[src/rtl/parking_pkg.sv]
// Shared constants for the car-park barrier controller: state encodings,
// lane direction codes and the slot-count width.
package parking_pkg;

  localparam int SLOT_W = 4;

  localparam logic [1:0] ST_IDLE  = 2'd0;
  localparam logic [1:0] ST_OPEN  = 2'd1;
  localparam logic [1:0] ST_CLOSE = 2'd2;

  localparam logic DIR_ENTRY = 1'b0;
  localparam logic DIR_EXIT  = 1'b1;

endpackage

[src/rtl/parking_gate_ctrl_if.sv]
// Lane request / sensor inputs and barrier / status outputs of the
// shared car-park gate controller.
interface parking_gate_ctrl_if;
  import parking_pkg::*;

  logic              enter_req;
  logic              exit_req;
  logic              car_passed;
  logic              gate_open;
  logic              gate_dir;
  logic              car_enter;
  logic              car_leave;
  logic              timeout;
  logic              full;
  logic [SLOT_W-1:0] free_slots;
  logic              busy;

  modport master (
    output enter_req, exit_req, car_passed,
    input  gate_open, gate_dir, car_enter, car_leave, timeout, full, free_slots, busy
  );

  modport slave (
    input  enter_req, exit_req, car_passed,
    output gate_open, gate_dir, car_enter, car_leave, timeout, full, free_slots, busy
  );

endinterface

[src/rtl/parking_gate_ctrl_gate_timer.sv]
// Loadable down-counter shared by the OPEN timeout and the CLOSE hold;
// saturates at zero and flags done while at zero.
module gate_timer #(
  parameter int W = 4
) (
  input  logic         clk,
  input  logic         reset,
  input  logic         load,
  input  logic [W-1:0] load_value,
  output logic [W-1:0] value,
  output logic         done
);

  always_ff @(posedge clk or posedge reset) begin
    if (reset) begin
      value <= '0;
    end else if (load) begin
      value <= load_value;
    end else if (value != '0) begin
      value <= value - 1'b1;
    end
  end

  assign done = (value == '0);

endmodule

[src/rtl/parking_gate_ctrl.sv]
// Single-barrier entry/exit arbiter with occupancy tracking: opens the gate
// for an eligible lane, waits for the sensor or a timeout, then holds closed.
module parking_gate_ctrl
  import parking_pkg::*;
#(
  parameter int CAPACITY     = 8,
  parameter int OPEN_TIMEOUT = 16,
  parameter int CLOSE_CYCLES = 4
) (
  input logic                clk,
  input logic                reset,
  parking_gate_ctrl_if.slave gate
);

  localparam int TMAX = (OPEN_TIMEOUT > CLOSE_CYCLES) ? OPEN_TIMEOUT : CLOSE_CYCLES;
  localparam int TW   = (TMAX > 1) ? $clog2(TMAX) : 1;

  localparam logic [TW-1:0]     OPEN_LOAD  = TW'(OPEN_TIMEOUT - 1);
  localparam logic [TW-1:0]     CLOSE_LOAD = TW'(CLOSE_CYCLES - 1);
  localparam logic [SLOT_W-1:0] CAP        = SLOT_W'(CAPACITY);

  logic [1:0]        state;
  logic [SLOT_W-1:0] occ;
  logic              last_dir;
  logic              open_q, dir_q, enter_q, leave_q, timeout_q;

  logic              enter_ok, exit_ok, pick_dir;
  logic              tmr_load, tmr_done;
  logic [TW-1:0]     tmr_load_value, tmr_value;

  assign enter_ok = gate.enter_req && (occ < CAP);
  assign exit_ok  = gate.exit_req && (occ != '0);
  // On a tie the lane not served last wins; otherwise the lone eligible lane.
  assign pick_dir = (enter_ok && exit_ok) ? ~last_dir : exit_ok;

  always_comb begin
    tmr_load       = 1'b0;
    tmr_load_value = OPEN_LOAD;
    case (state)
      ST_IDLE: tmr_load = enter_ok || exit_ok;
      ST_OPEN: begin
        if (gate.car_passed || tmr_done) begin
          tmr_load       = 1'b1;
          tmr_load_value = CLOSE_LOAD;
        end
      end
      default: ;
    endcase
  end

  gate_timer #(.W(TW)) u_timer (
    .clk        (clk),
    .reset      (reset),
    .load       (tmr_load),
    .load_value (tmr_load_value),
    .value      (tmr_value),
    .done       (tmr_done)
  );

  always_ff @(posedge clk or posedge reset) begin
    if (reset) begin
      state     <= ST_IDLE;
      occ       <= '0;
      last_dir  <= DIR_EXIT;
      open_q    <= 1'b0;
      dir_q     <= DIR_ENTRY;
      enter_q   <= 1'b0;
      leave_q   <= 1'b0;
      timeout_q <= 1'b0;
    end else begin
      enter_q   <= 1'b0;
      leave_q   <= 1'b0;
      timeout_q <= 1'b0;
      case (state)
        ST_IDLE: begin
          if (enter_ok || exit_ok) begin
            state  <= ST_OPEN;
            open_q <= 1'b1;
            dir_q  <= pick_dir;
          end
        end
        ST_OPEN: begin
          if (gate.car_passed) begin
            state    <= ST_CLOSE;
            open_q   <= 1'b0;
            last_dir <= dir_q;
            if (dir_q == DIR_ENTRY) begin
              enter_q <= 1'b1;
              occ     <= occ + 1'b1;
            end else begin
              leave_q <= 1'b1;
              occ     <= occ - 1'b1;
            end
          end else if (tmr_done) begin
            state     <= ST_CLOSE;
            open_q    <= 1'b0;
            last_dir  <= dir_q;
            timeout_q <= 1'b1;
          end
        end
        ST_CLOSE: begin
          if (tmr_done) state <= ST_IDLE;
        end
        default: begin
          state  <= ST_IDLE;
          open_q <= 1'b0;
        end
      endcase
    end
  end

  assign gate.gate_open  = open_q;
  assign gate.gate_dir   = dir_q;
  assign gate.car_enter  = enter_q;
  assign gate.car_leave  = leave_q;
  assign gate.timeout    = timeout_q;
  assign gate.full       = (occ == CAP);
  assign gate.free_slots = CAP - occ;
  assign gate.busy       = (state != ST_IDLE);

endmodule

[src/flat_wrapper.sv]
// flat-port wrapper written by rule: the top's interface ports become plain ports
module parking_gate_ctrl_flat import parking_pkg::*;
#(
  parameter int CAPACITY     = 8,
  parameter int OPEN_TIMEOUT = 16,
  parameter int CLOSE_CYCLES = 4
)
  (clk, reset, gate_enter_req, gate_exit_req, gate_car_passed, gate_gate_open, gate_gate_dir, gate_car_enter, gate_car_leave, gate_timeout, gate_full, gate_free_slots, gate_busy);
  parking_gate_ctrl_if gate_i ();
  input logic clk;
  input logic reset;
  input wire logic [$bits(gate_i.enter_req)-1:0] gate_enter_req;
  input wire logic [$bits(gate_i.exit_req)-1:0] gate_exit_req;
  input wire logic [$bits(gate_i.car_passed)-1:0] gate_car_passed;
  output wire logic [$bits(gate_i.gate_open)-1:0] gate_gate_open;
  output wire logic [$bits(gate_i.gate_dir)-1:0] gate_gate_dir;
  output wire logic [$bits(gate_i.car_enter)-1:0] gate_car_enter;
  output wire logic [$bits(gate_i.car_leave)-1:0] gate_car_leave;
  output wire logic [$bits(gate_i.timeout)-1:0] gate_timeout;
  output wire logic [$bits(gate_i.full)-1:0] gate_full;
  output wire logic [$bits(gate_i.free_slots)-1:0] gate_free_slots;
  output wire logic [$bits(gate_i.busy)-1:0] gate_busy;
  assign gate_i.enter_req = gate_enter_req;
  assign gate_i.exit_req = gate_exit_req;
  assign gate_i.car_passed = gate_car_passed;
  assign gate_gate_open = gate_i.gate_open;
  assign gate_gate_dir = gate_i.gate_dir;
  assign gate_car_enter = gate_i.car_enter;
  assign gate_car_leave = gate_i.car_leave;
  assign gate_timeout = gate_i.timeout;
  assign gate_full = gate_i.full;
  assign gate_free_slots = gate_i.free_slots;
  assign gate_busy = gate_i.busy;
  parking_gate_ctrl #(.CAPACITY(CAPACITY), .OPEN_TIMEOUT(OPEN_TIMEOUT), .CLOSE_CYCLES(CLOSE_CYCLES)) u_core (.clk(clk), .reset(reset), .gate(gate_i));
endmodule
[config.mk]
export PLATFORM = sky130hd
export DESIGN_NAME = parking_gate_ctrl_flat
export DESIGN_NICKNAME = d
export VERILOG_FILES = /design/src/rtl/parking_pkg.sv /design/src/rtl/parking_gate_ctrl_if.sv /design/src/rtl/parking_gate_ctrl_gate_timer.sv /design/src/rtl/parking_gate_ctrl.sv /design/src/flat_wrapper.sv
export SDC_FILE = /design/constraint.sdc
export NUM_CORES = 1
export LEC_CHECK = 0
export CAP_MARGIN = 20
export CORE_MARGIN = 1.5
export CORE_UTILIZATION = 45
export CTS_CLUSTER_DIAMETER = 200
export DETAILED_ROUTE_END_ITERATION = 8
export GPL_ROUTABILITY_DRIVEN = 0
export PLACE_DENSITY = 0.67
export SYNTH_ARGS = -nofsm -noshare
export SYNTH_HDL_FRONTEND = slang
export SYNTH_SLANG_ARGS = --single-unit
[constraint.sdc]
create_clock -name clk -period 2.2 [get_ports clk]
set_input_delay 0.55 -clock clk [delete_from_list [all_inputs] [get_ports clk]]
set_output_delay 0.55 -clock clk [all_outputs]
set_load 0.005 [all_outputs]
=== Word-level counts from Yosys, hierarchy flattened ===
Index checks and enable logic that the tools add are counted.
W data, S select, Z words.

* Register bits after elaboration: 16
* Bits of input ports: 5
* Output and inout bits: 11
* Logic and storage cells: 67

* Add/subtract/negate cells: 4
* $lt $le $gt $ge: 1
* Equal/unequal tests: 6
* Mux-type cells: 28
* Bitwise gates (word level): 2
* Reductions and logical operators: 17

{| class="wikitable"
|+ Operator list
! operator !! number
|-
| $mux W4 || 5
|-
| $mux W1 || 16
|-
| $mux W2 || 4
|-
| $reduce_bool A4 Y1 || 2
|-
| $sub A4 B1 Y4 const B || 2
|-
| $pmux W2 S3 || 1
|-
| $reduce_and A2 Y1 || 3
|-
| $reduce_and A3 Y1 || 2
|-
| $reduce_bool A2 Y1 || 3
|-
| $add A4 B1 Y4 const B || 1
|-
| $eq A4 B4 Y1 const B || 1
|-
| $logic_not A4 Y1 || 1
|-
| $lt A4 B4 Y1 const B || 1
|-
| $ne A2 B1 Y1 const B || 2
|-
| $sub A4 B4 Y4 const A || 1
|-
| $logic_and A1 B1 Y1 || 3
|-
| $ne A3 B2 Y1 const B || 1
|-
| $pmux W1 S3 || 1
|-
| $eq A2 B1 Y1 const B || 1
|-
| $eq A2 B2 Y1 const B || 1
|-
| $logic_not A2 Y1 || 1
|-
| $logic_or A1 B1 Y1 || 2
|-
| $not A1 Y1 || 2
|-
| $pmux W1 S2 || 1
|}

=== Logic depth before layout (Yosys ltp) ===
* Word-level depth: 5
* Mapped depth: 6
* Mapped depth without buffers: 6

=== Cells and area by module ===
A second synthesis with hierarchy kept.

* Cell total of the unflattened synthesis: 86
* Area total of the unflattened synthesis: 898.4 µm²

{| class="wikitable"
|+ Modules (own cells, without submodules)
! module !! times used !! cells an instance !! area each (µm²) !! seq. area each (µm²)
|-
| parking_gate_ctrl || 1 || 63 || 661.9 || 301.5
|-
| gate_timer || 1 || 23 || 236.5 || 100.1
|}

=== Worst setup path after synthesis ===
Ideal clock, no wire load.

* Path type: flip-flop to flip-flop
* Start: reg u_core.occ[0]
* End: reg u_core.u_timer.value[1]
* Data arrival time: 1604 ps
* Required time: 2074 ps
* Path slack: 470 ps
* Cell stages (with the launch flop): 7
* Buffers on the path: 0
* Cell sequence: dfrtp_1 > inv_1 > ha_1 > or3b_4 > a21oi_2 > a21oi_1 > a221o_1

* Longest elaborated chain between the ends: 5
* Elaborated cells between the ends (all ways): 8

{| class="wikitable"
|+ RTL lines
! element !! RTL line !! RTL
|-
| from (decl) || parking_gate_ctrl.sv:23 || <nowiki>logic [SLOT_W-1:0] occ;</nowiki>
|-
| from (signal assigned) || parking_gate_ctrl.sv:89 || <nowiki>occ <= occ + 1'b1;</nowiki>
|-
| from (signal assigned) || parking_gate_ctrl.sv:92 || <nowiki>occ <= occ - 1'b1;</nowiki>
|-
| $lt A4 B4 Y1 / $reduce_bool A4 Y1 (equally long branches) || parking_gate_ctrl.sv:31, parking_gate_ctrl.sv:32 ||
|-
| $logic_and A1 B1 Y1, on equally long branches || parking_gate_ctrl.sv:31, parking_gate_ctrl.sv:32 ||
|-
| $logic_or A1 B1 Y1 * || parking_gate_ctrl.sv:40 || <nowiki>ST_IDLE: tmr_load = enter_ok || exit_ok;</nowiki>
|-
| $pmux W1 S2 * || parking_gate_ctrl.sv:39 || <nowiki>case (state)</nowiki>
|-
| $mux W4 / $reduce_bool A2 Y1 (equally long branches) || n/a ||
|-
| to (signal assigned) || parking_gate_ctrl_gate_timer.sv:18 || <nowiki>value <= load_value;</nowiki>
|-
| to (signal assigned) || parking_gate_ctrl_gate_timer.sv:20 || <nowiki>value <= value - 1'b1;</nowiki>
|-
| to (decl) || parking_gate_ctrl_gate_timer.sv:10 || <nowiki>output logic [W-1:0] value,</nowiki>
|}

Mark *: on every way between the ends. The rest lies on a longest branch, timed or not.
A chain may end at the register's enable or synchronous reset.

=== Final worst setup path ===
* Start: reg u_core.occ[1]
* End: out gate_free_slots[3]

* Longest elaborated chain between the ends: 1

{| class="wikitable"
|+ RTL lines
! element !! RTL line !! RTL
|-
| $sub A4 B4 Y4 || parking_gate_ctrl.sv:118 || <nowiki>assign gate.free_slots = CAP - occ;</nowiki>
|-
| to (decl) || flat_wrapper.sv:21 || <nowiki>output wire logic [$bits(gate_i.free_slots)-1:0] gate_free_slots;</nowiki>
|}

No other way between the ends.

==> results.tsv <==
stage	metric	value	unit
status	outcome	finished, final reports clean	
sta	Rel. slew slack	0.602	
drt	via/cell ratio	4.84	
worst_setup_path	critical path class	reg -> out	
floorplan	DIE WIDTH	46.6	um
floorplan	Core Rows	15	
worst_setup_path	crit path max fanout	3	
floorplan	Die ar.	2170	um2
drt	Final ANT Viol Nets	0	
synth	dominant cell type by area after synthesis	dfrtp_1	
drt	WL/cell	12.4	um
synth	syn_area_per_cell	10.7	um2
worst_setup_path	Critical Path Sink Type	primary output	
cts	CTS tree	yes	
cts	CTS clock-pin slew for the worst setup and hold paths	0.09	ns
sta	Setup Viol. Count Final	0	
place	Post-DP HPWL	1170	um
synth	sequential share of the synthesized area	0.469	
cts	Clock Sinks	16	
synth	fraction of registers with async set or reset after synthesis	1.00	
floorplan	Core Box Area	1760	um2
layout	Reg area	402	um2
global_routing	largest net degree at the start of global routing	17	
cts	Clock Latency Late Sink	0.30	ns
synth	Post-Syn Nets	91	
global_routing	antenna violations before repair	0	
synth	Synth cell types	31	
synth	post-synth top area share	0.439	
synth	list of most frequent post-synthesis cells	dfrtp_1 (15), inv_1 (8), nor2_1 (6), xnor2_1 (6), ha_1 (5)	
sta	fin crit share	0.987	
sta	setup TNS	0	ns
worst_setup_path	RR Startpoint	u_core.occ[0]	
global_routing	vias in the first global route	607	
global_routing	All-Layer GR Usage	0.176	
place	I/O Buffers	15	
worst_setup_path	Worst setup SP type	flip-flop	
global_routing	final global-route overflow total	0	
sta	unrepaired setup endpoints after global routing	true	
cts	Clock Tree Buf Depth	2	
synth	main area contributors after synthesis	dfrtp_1 (44%), ha_1 (7.3%), xnor2_1 (6.1%), inv_1 (3.5%), dfstp_2 (3.1%)	
worst_setup_path	crit path from	u_core.occ[1]	
cts	htree depth	1	
synth	most common cell in the synthesized netlist	dfrtp_1	
drt	Vias	625	
layout	area delta synth->final	31.6	%
worst_setup_path	slowest cell on the critical path	clkdlybuf4s50_1	
layout	n_diodes	0	
sta	Worst Tran Pin Value	0.597	ns
layout	share of post-route cells with drive strength above 1	0.183	
sta	clk_skew	0.00504	ns
layout	non-filler cells, final	129	
floorplan	Ports	16	
pwr	Leakage	0.527	nW
worst_setup_path	cell breakdown of the critical path	nor3_1 > xor2_1 > clkdlybuf4s50_1	
synth	Yosys Warn Count	0	
sta	post-route minimum period	2.17	ns
worst_setup_path	Req. time, crit path	1.65	ns
synth	Gate Count Post-Synth	80	
global_routing	first-pass GRT wire length	2660	um
synth	dominant synthesized flop cell	dfrtp_1	
sta	Final Hold Fails	0	
synth	Mapped Area	856	um2
floorplan	Initial Utilization	0.485	
pwr	power density cells	1470	nW/um2
layout	# fillers	168	
drt	drt first pass iters	4	
drt	DRC	0	
sta	fmax	0.461	GHz
flow_run	Max-Cap Viols	0	
synth	number of flops mapped to enable cells by yosys	0	
place	placed insts	121	
cts	total CTS buffers	3	
layout	nets	116	
layout	area of the multi-input gates	429	um2
drt	First DRT Iteration DRCs	9	
floorplan	Die H	46.6	um
worst_setup_path	CP Data Arrival Time	1.62	ns
synth	synthesis-stage register bit count	16	
pwr	peak supply drop	0.000789	V
min_path	Worst Hold Class	reg -> reg	
min_path	HP Start	u_core.gate.gate_open	
worst_setup_path	crit-path max cell delay	0.51	ns
cts	cts hold-fix bufs	0	
sta	Max Slew Vio Count	0	
drt	WL final	1600	um
cts	root buffer cell	clkbuf_4	
-- repair_timing --
item,in CTS,in global routing
gates resized for setup,2,3
buffers inserted,3,1
setup endpoints to repair,3,3
cloned,0,0
-- final timing paths --
path                                      endpoint  slack [ns]  cells past startpoint
setup reg to reg           u_core.u_timer.value[1]        0.43                      6
setup / recovery                gate_free_slots[3]        0.03                      3
hold / removal               u_core.gate.gate_open        0.53                      2
max in group asynchronous  u_core.u_timer.value[0]        1.19                      2
min in group asynchronous            u_core.occ[3]        0.62                      2
hold reg to reg              u_core.gate.gate_open        0.53                      2
-- state kept, by name, summed over array words and instances, names as in the netlist --
| register | count |
|---|---|
| u_core.occ | 4 |
| u_core.u_timer.value | 4 |
| u_core.state | 2 |
| u_core.gate.car_enter | 1 |
| u_core.gate.car_leave | 1 |
| u_core.gate.gate_dir | 1 |
| u_core.gate.gate_open | 1 |
| u_core.gate.timeout | 1 |
| u_core.last_dir | 1 |
-- cell type report --
type,count,area share
well taps,25,0.0278
inverters,8,0.0267
multi-input cells,55,0.381
repair buffers,21,0.176
clock buffers,4,0.0322
flip-flops and latches,16,0.357
-- power breakdown --
part / internal [mW] / total, mW / switching, mW
Sequential: 0.428 / 0.557 / 0.129
Clock: 0.101 / 0.196 / 0.0954
Combinational: 0.527 / 0.899 / 0.372
-- logic make-up (layout without fill, tap and decap cells) --
kind of cell | count (synthesis) | after routing | share of synthesized area
compound gates | 14 | 14 | 0.101
fa+ha+maj | 6 | 6 | 0.0965
mux | 2 | 2 | 0.0249
xor+xnor | 8 | 8 | 0.0819
flops | 16 | 16 | 0.469
simple gates | 25 | 25 | 0.183
buf+inv | 9 | 33 | 0.0439
-- placed cells by master, fill, tap and decap left out --
| cell | synthesis | routed |
|---|---|---|
| dfrtp_1 | 15 | 15 |
| clkdlybuf4s50_1 | 0 | 14 |
| nor2_1 | 6 | 6 |
| xnor2_1 | 6 | 6 |
| inv_1 | 8 | 6 |
| buf_4 | 1 | 6 |
| o21ai_0 | 4 | 4 |
| ha_1 | 5 | 4 |
| a21oi_1 | 3 | 3 |
| nand2_1 | 3 | 3 |
| clkbuf_4 | 0 | 3 |
| a21o_1 | 2 | 2 |
| nand3b_1 | 2 | 2 |
| nor3_1 | 2 | 2 |
| or3_1 | 2 | 2 |
| inv_2 | 0 | 2 |
| xor2_1 | 2 | 2 |
| nor4b_1 | 2 | 2 |
| a31oi_1 | 2 | 2 |
| nor3b_2 | 1 | 1 |
| o21ai_1 | 1 | 1 |
| nand2b_1 | 1 | 1 |
| or3b_4 | 1 | 1 |
| nor2b_1 | 1 | 1 |
| a21oi_2 | 1 | 1 |
| nand2b_2 | 1 | 1 |
| mux2_1 | 1 | 1 |
| nand4_1 | 1 | 1 |
| a221o_1 | 1 | 1 |
| and2_1 | 1 | 1 |
| and3b_2 | 1 | 1 |
| mux2i_1 | 1 | 1 |
| fa_1 | 1 | 1 |
| ha_4 | 0 | 1 |
| clkbuf_8 | 0 | 1 |
| dlymetal6s2s_1 | 0 | 1 |
| dfstp_2 | 1 | 1 |
-- worst max-delay path: cells and delay by family, from the launching register on --
family / cells / cell delay (ns)
flops: 1 / 0.42
buf+inv: 1 / 0.51
simple gates: 1 / 0.22
xor+xnor: 1 / 0.17
-- layer usage --
metal | vias to the layer above | part of all wire | global-route usage
met5 | - | 0 | 0
met4 | 0 | 0.011 | 0.0500
met3 | 3 | 0.035 | 0.0588
met1 | 289 | 0.50 | 0.224
met2 | 10 | 0.45 | 0.283
li1 | 323 | - | -
-- per-stage QoR --
stage	total power, mW	area [um2]	utilization	worst slack [ns]	hold WS [ns]
2_1_floorplan	1.06	856	-	0.470	0.463
3_3_place_gp	1.37	1040	0.592	0.265	0.495
3_5_place_dp	1.39	1040	0.592	0.256	0.500
4_1_cts	1.64	1110	0.627	-0.0241	0.527
5_1_grt	1.81	1130	0.638	-0.0382	0.552
6_report	1.65	1130	0.638	0.0288	0.526
Power figures use the tool's default switching activity.
==> variant, RTL diff (same flow settings) <==
Set the package constant `SLOT_W` to 6 (it was 4).
--- a/src/rtl/parking_pkg.sv
+++ b/src/rtl/parking_pkg.sv
@@ -3,5 +3,5 @@
 package parking_pkg;
 
-  localparam int SLOT_W = 4;
+  localparam int SLOT_W = 6;
 
   localparam logic [1:0] ST_IDLE  = 2'd0;
Interface: changed (resized gate_free_slots); port bits go from 16 to 18. No check against the original RTL was run, so the function may have changed too.
==> variant against the unedited design <==
  * Cell count up 29%
  * Global-route usage grew 1.3 points
  * Cell area grew 27%
  * Total power grew 35%
  * Sequential cell count up 2
  * Area after synthesis increased by 33%
  * Worst setup slack improved by 0.067 ns
  * Routed wire length increased by 50%
==> variant: results (changes against the unedited design) <==
Logic synthesis
  – Synth top cells by count: dfrtp_1 (17), nand2_1 (10), ha_1 (7), inv_1 (7), xnor2_1 (7)
  – Synth area leaders: dfrtp_1 (37%), ha_1 (7.7%), xnor2_1 (5.4%)
  – Synth warn: 0 (unchanged)
  – Synthesized net count: 125 (+37%)
  – Mean Syn Cell Area: 10.2 um2 (-4.8%)
  – Async set-or-reset flop fraction in the synthesized netlist: 1.00 (unchanged)
  – Synth cell types: 42 (+35%)
  – Sequential fraction of the synthesis area: 0.396 (-0.0735)

Placement
  – Dpl cells: 162 (+34%)
  – Pre-CTS WS: 0.0151 ns (-0.241 ns)
  – IO buf count: 17 (+2)
  – DP HPWL: 1750 um (+50%)

Clocking
  – Reg clk slew, reported paths: 0.11 ns (+0.02 ns)
  – Number of buffers on the longest clock path: 2 (unchanged)
  – CTS H-tree lvls: 1 (unchanged)

Pwr
  – Power per Cell Area: 1560 nW/um2 (+6.0%)
  – Combinational Power Share: 0.626 (+0.082)
  – Sw Share: 0.413 (+0.0523)
  – Clk. pwr: 0.209 mW (+7%)
  – Max VDD drop: 1030 uV (+30%)
  – LEAKAGE: 0.623 nW (+18%)

Routing
  – Vias: 912 (+46%)
  – Drt wl/cell: 14.4 um (+16%)
  – DR iter-0 viols: 15 (+6)
  – Final wirelength: 2400 um (+50%)
  – Pre-antenna DRT Iters: 4 (unchanged)

Run status
  – Outcome: complete, no violations

Finish
  – Fin area: 1430 um2 (+27%)
  – Largest registers: u_core.occ: 6 flops, u_core.u_timer.value: 4 flops, u_core.state: 2 flops
  – Layout net count: 151 (+30%)
  – Fraction of layout instances using a drive strength above 1: 0.226 (+0.0436)
  – Fillers: 216 (+29%)

Timing
  – Tightest Pin Transition: 0.474 ns (-0.123 ns)
  – Worst Skew: 0.00121 ns (-0.00384 ns)

Global route
  – GRT Total Usage: 0.189 (+0.0134)
  – Number of global-route vias before repair: 881 (+45%)
  – Largest net degree at the start of global routing: 15 (-2)
  – Global-route wire length before repair: 3820 um (+44%)

Worst setup path
  – CP arrival: 1.55 ns (-0.07 ns)
  – CP max FO: 2 (-1)

Hold path
  – Hold Crit Class: in -> async
-- variant: cell count changes after synthesis, sizes merged, moves of 3 or more --
cell    change
buf         +3
a211oi      +3
nand2       +7
nor3        +3
-- variant: cells by family (layout without fill, tap and decap cells) --
kind of cell	count (synthesis)	after routing	synth area share
multiplexers	2	2	0.0230
flip-flops	18	18	0.396
adder cells (fa/ha/maj)	8	8	0.0943
AO/OA/AOI/OAI	28	28	0.181
AND/OR/NAND/NOR	35	35	0.185
XOR/XNOR	9	9	0.0691
buffers and inverters	12	37	0.0515
-- variant: what timing repair did --
action,in CTS,in global routing
setup buffers,1,0
hold endpoints to repair,0,0
gates resized for setup,10,7
endpoints found under the setup margin,5,5
pin swaps,0,0
-- variant: worst max-delay path, cell delays in order, from the launching register on --
cell	delay, ns
dfrtp_1	0.36
buf_4	0.12
inv_2	0.05
ha_4	0.25
clkdlybuf4s50_1	0.49
-- variant: path summary, 6_finish.rpt --
kind,start,end,slack [ns],depth (start not counted)
setup / recovery,u_core.occ[0],gate_free_slots[1],0.1,4
hold / removal,reset,u_core.gate.car_leave,0.43,2
setup reg to reg,u_core.gate.gate_dir,u_core.occ[5],0.23,6
hold reg to reg,u_core.gate.gate_open,u_core.gate.gate_open,0.49,1
max in group asynchronous,reset,u_core.last_dir,1.27,3
min in group clk,u_core.gate.gate_open,u_core.gate.gate_open,0.49,1
-- variant: cell type report --
type | count | area share
clock buffer | 4 | 0.0253
timing repair buffer | 26 | 0.157
sequential | 18 | 0.316
multi-input combinational | 82 | 0.457
tap | 30 | 0.0262
inverter | 7 | 0.0184
-- variant: metal layers --
metal | GRT usage | wire (um)
met1 | 0.240 | 1140
met2 | 0.294 | 1150
met3 | 0.0452 | 84
met4 | 0.0983 | 30
met5 | 0 | 0
